<file path="src/rtl/lut_serial_loader.sv">
// Run-time programmable K-input LUT: truth table shifted in bit-serially (bit 0 first)
// over a valid/ready port, committed atomically, looked up with a registered output.
// Optional LUT_READBACK_EN adds cfg_rdata, the old table bit at the current load index.
module lut_serial_loader #(
  parameter int K = 4,
  parameter logic [(1<<K)-1:0] INIT = '0
) (
  input  logic         clk,
  input  logic         rst_n,
  input  logic         cfg_start,
  input  logic         cfg_valid,
  input  logic         cfg_bit,
  output logic         cfg_ready,
  output logic         cfg_done,
`ifdef LUT_READBACK_EN
  output logic         cfg_rdata,
`endif
  input  logic [K-1:0] x,
  output logic         y
);

  localparam int D = 1 << K;

  typedef enum logic [1:0] {IDLE, LOAD, COMMIT} state_t;

  state_t         state, state_n;
  logic [K-1:0]   cnt;
  logic [D-1:0]   shadow;
  logic [D-1:0]   tbl;
  logic           accept;

  assign cfg_ready = (state == LOAD);
  assign cfg_done  = (state == COMMIT);
  // a restart pulse outranks a bit presented in the same cycle
  assign accept    = cfg_ready && cfg_valid && !cfg_start;

  always_ff @(posedge clk or negedge rst_n) begin
    if (!rst_n) state <= IDLE;
    else        state <= state_n;
  end

  always_comb begin
    state_n = state;
    case (state)
      IDLE:    if (cfg_start) state_n = LOAD;
      LOAD:    if (accept && cnt == {K{1'b1}}) state_n = COMMIT;
      COMMIT:  state_n = IDLE;
      default: state_n = IDLE;
    endcase
  end

  always_ff @(posedge clk or negedge rst_n) begin
    if (!rst_n) begin
      cnt    <= '0;
      shadow <= '0;
      tbl    <= INIT;
      y      <= 1'b0;
    end else begin
      y <= tbl[x];
      if (cfg_start && state != COMMIT) begin
        cnt    <= '0;
        shadow <= '0;
      end else if (accept) begin
        shadow[cnt] <= cfg_bit;
        cnt         <= cnt + 1'b1;
      end
      // table swaps only here, so lookups see old contents for the whole load
      if (cfg_done) tbl <= shadow;
    end
  end

`ifdef LUT_READBACK_EN
  assign cfg_rdata = cfg_ready ? tbl[cnt] : 1'b0;
`endif

endmodule

</file>
<file path="config.mk">
export PLATFORM = sky130hd
export DESIGN_NAME = lut_serial_loader
export DESIGN_NICKNAME = d
export VERILOG_FILES = /design/src/rtl/lut_serial_loader.sv
export SDC_FILE = /design/constraint.sdc
export NUM_CORES = 1
export LEC_CHECK = 0
export CORE_MARGIN = 2
export CORE_UTILIZATION = 30
export CTS_CLUSTER_SIZE = 14
export DETAILED_ROUTE_END_ITERATION = 8
export SETUP_SLACK_MARGIN = 0.2
export SYNTH_ARGS = -nofsm -noshare
export SYNTH_HDL_FRONTEND = slang
export SYNTH_SLANG_ARGS = --single-unit
</file>
<file path="constraint.sdc">
create_clock -name clk -period 2.8 [get_ports clk]
set_input_delay 0.42 -clock clk [delete_from_list [all_inputs] [get_ports clk]]
set_output_delay 0.42 -clock clk [all_outputs]
set_load 0.01 [all_outputs]
</file>
==> results.sh <==
export IMPL_status="finished clean"
export IMPL_drt_iter0_drc=127
export IMPL_wl_per_cell_um=14.8
export IMPL_antenna_found_initial=0
export IMPL_cts_resized=0
export IMPL_htree_levels=2
export IMPL_via_count=1110
export IMPL_core_rowCount=28
export IMPL_p_seq_share_pct=57.0
export IMPL_grt_overflow=0
export IMPL_synth_edf_count=0
export IMPL_fmax_ghz=0.519
export IMPL_grt_max_degree=40
export IMPL_clock_skew_ns=0.00245
export IMPL_reg2reg_depth=4
export IMPL_syn_inst=145
export IMPL_start_util_pct=30.9
export IMPL_path_max_fanout=4
export IMPL_tightestPinTransition_ns=0.868
export IMPL_ys_async_sr_fraction_pct=100
export IMPL_io_pins=12
export IMPL_grt_pass1_vias=1128
export IMPL_gp_congestion=0.724
export IMPL_crit_chain="nand2b_1, inv_2, clkdlybuf4s50_1"
export IMPL_core_um2=5920
export IMPL_yosys_register_bits=39
export IMPL_yosys_warnings=0
export IMPL_hp_class="in2async"
export IMPL_crit_path_end_kind="output pin"
export IMPL_dieWidth_um=82.1
export IMPL_drc=0
export IMPL_io_buffers=11
export IMPL_p_int_uw=767
export IMPL_numClockSinks=39
export IMPL_maxSlewViolCount=0
export IMPL_reg2reg_slack_ns=1.06
export IMPL_drive_gt1_share_pct=15.8
export IMPL_cts_hold_buf=0
export IMPL_arrival_ns=1.51
export IMPL_post_route_min_period_ns=1.93
export IMPL_synth_cell_types=26
export IMPL_ir_drop_uv=236
export IMPL_area_growth_pct=14.3
export IMPL_setup_slack_ns=0.872
export IMPL_path_clk_slew_ns=0.07
export IMPL_synth_top_area_share_pct=53.4
export IMPL_grt_pass1_wl_mm=5.78
export IMPL_rr_endpoint="shadow[15]$_DFFE_PN0P_"
export IMPL_stdcell_area_um2=2090
export IMPL_critPathMaxStageDelay_ns=0.53
export IMPL_nFillCells=584
export IMPL_cts_buffer_depth=2
export IMPL_place_ws_ns=0.577
export IMPL_die_h_um=82.1
export IMPL_p_sw_share_pct=24.1
export IMPL_worstSetupPathType="reg2out"
export IMPL_n_antenna_cell=0
export IMPL_numCtsBuffers=5
export IMPL_rsz0062_at_grt="false"
export IMPL_max_slew_margin_rel_pct=42.1
export IMPL_hold_viol_final=0
export IMPL_synthTopCellsByArea="dfrtp_1 (53%), mux2i_1 (9.9%), mux2_2 (6.2%)"
export IMPL_dieArea_um2=6730
export IMPL_finish_utilization_pct=35.3
export IMPL_clock_power_share_pct=36.0
export IMPL_clk_latency_ns=0.29
export IMPL_maxCapViolCount=0
export IMPL_ys_dominant_reg_cell="dfrtp_1"
export IMPL_leakage_uw=0.00106
export IMPL_cp_num_buf_inv=2
export IMPL_post_cts_buffers=0
export IMPL_routed_wl_mm=3.45
export IMPL_slowest_stage="clkdlybuf4s50_1"
export IMPL_root_buffer="clkbuf_8"
export IMPL_fin_crit_sh_pct=68.8
export IMPL_synth_top_cell_by_area="dfrtp_1"
export IMPL_yosys_cell_count_top_type="dfrtp_1"
export IMPL_syn_area_um2=1830
export IMPL_finalHoldWorstSlack_ns=0.243
export IMPL_reg2reg_from="state[1]$_DFFE_PN0P_"
export IMPL_crit_required_ns=2.38
export IMPL_dp_hpwl_mm=2.40
export IMPL_postSynthNetCount=158
export IMPL_globalRouteTotalUtil_pct=11.7
export IMPL_nets=170
export IMPL_synthTopCellsByCount="dfrtp_1 (39), nor2_1 (19), mux2i_1 (18)"
export IMPL_synth_area_per_cell_um2=12.6
export IMPL_fin_setup_tns_ns=0
export IMPL_setup_violations_final=0
export IMPL_dr_pass1_iters=4
export IMPL_cts_tree="done"
export IMPL_start_kind="register"
export IMPL_routed_via_density=4.76
export IMPL_drtAntennaViolNets=0
export IMPL_p_switching_uw=243
export IMPL_powerDensity_nw_per_um2=483
export IMPL_seq_area_frac_synth_pct=53.4
export IMPL_place_area_um2=2010
export IMPL_cp_top_family="buffers and inverters"
export IMPL_comb_power_share_pct=7.1
state kept, by name (all words and copies together), names as in the netlist:
register	count
shadow	16
state	2
tbl	16
y	1
cnt	4
worst reg2reg max path, stage by stage (launching register included):
cell and delay [ns]:
dfrtp_1 0.41, and4bb_1 0.61, and4_1 0.32, mux2i_1 0.20
nor2_1 0.06
how the worst max path moves through the flow:
stage	from	to	slack [ns]	cells after the start
detailed placement	cfg_start	shadow[15]$_DFFE_PN0P_	0.58	5
CTS	state[0]$_DFFE_PN0P_	cfg_done	0.85	3
floorplan	state[0]$_DFFE_PN0P_	tbl[11]$_DFFE_PN0P_	1.42	4
global route	cfg_start	shadow[15]$_DFFE_PN0P_	0.72	5
finish	state[0]$_DFFE_PN0P_	cfg_done	0.87	3
global placement	cfg_start	shadow[15]$_DFFE_PN0P_	0.61	5
cell type report:
type / instances / area (um^2) / share of cell area, %
timing repair buffer: 13 / 120 / 5.75
clock buffer: 5 / 68.8 / 3.29
multi-input combinational: 95 / 805 / 38.5
inverter: 3 / 11.3 / 0.539
clock inverter: 3 / 15.0 / 0.719
sequential: 39 / 976 / 46.7
tap: 75 / 93.8 / 4.49
per-layer routing:
layer  routed length [um]  GRT usage (%)  share of wire [%]  vias up
met5                    0              0                  0        -
met4                   46           3.50                1.3        0
met3                  112           3.96                3.2        6
met2                 1630           18.7                 47       13
met1                 1670           15.1                 48      551
li1                     -              -                  -      540
metrics by stage:
stage / total power [uW] / instances
3_3_place_gp: 658 / 225
3_5_place_dp: 659 / 225
6_report: 1010 / 233
2_1_floorplan: 621 / 145
5_1_grt: 1070 / 233
4_1_cts: 1030 / 233
kinds of logic (layout without fill, tap and decap cells):
logic type | count (synthesis) | in the layout | share of synthesized area, %
DFF | 39 | 39 | 53.4
muxes | 39 | 39 | 25.9
adders and majority gates | 4 | 4 | 2.74
xor gates and xnor gates | 1 | 1 | 0.479
buffers and inverters | 11 | 24 | 2.60
and+or+nand+nor | 46 | 46 | 12.9
AOI/OAI and AO/OA | 5 | 5 | 1.98
power by group through the flow:
stage,combinational (uW),sequential [uW],clock [uW]
after floorplan,36.2,585,0
after global placement,71.7,586,0
after detailed placement,72.6,586,0
after CTS,72.8,575,379
after global routing,80.2,577,409
final,71.3,575,363
cell usage in the layout (no fill, tap or decap), types with 2 or more instances in the layout:
master and n:
mux2_1 7, dfrtp_1 39, clkdlybuf4s50_1 10, clkinv_2 3, nand3_1 13, nand4_1 4, nor2b_1 3, ha_1 4
mux2i_1 18, clkbuf_8 5, nor2_1 19, inv_1 2, mux4_1 3, mux2_2 10, buf_4 2, a21oi_1 3
Power figures use the tool's default switching activity.
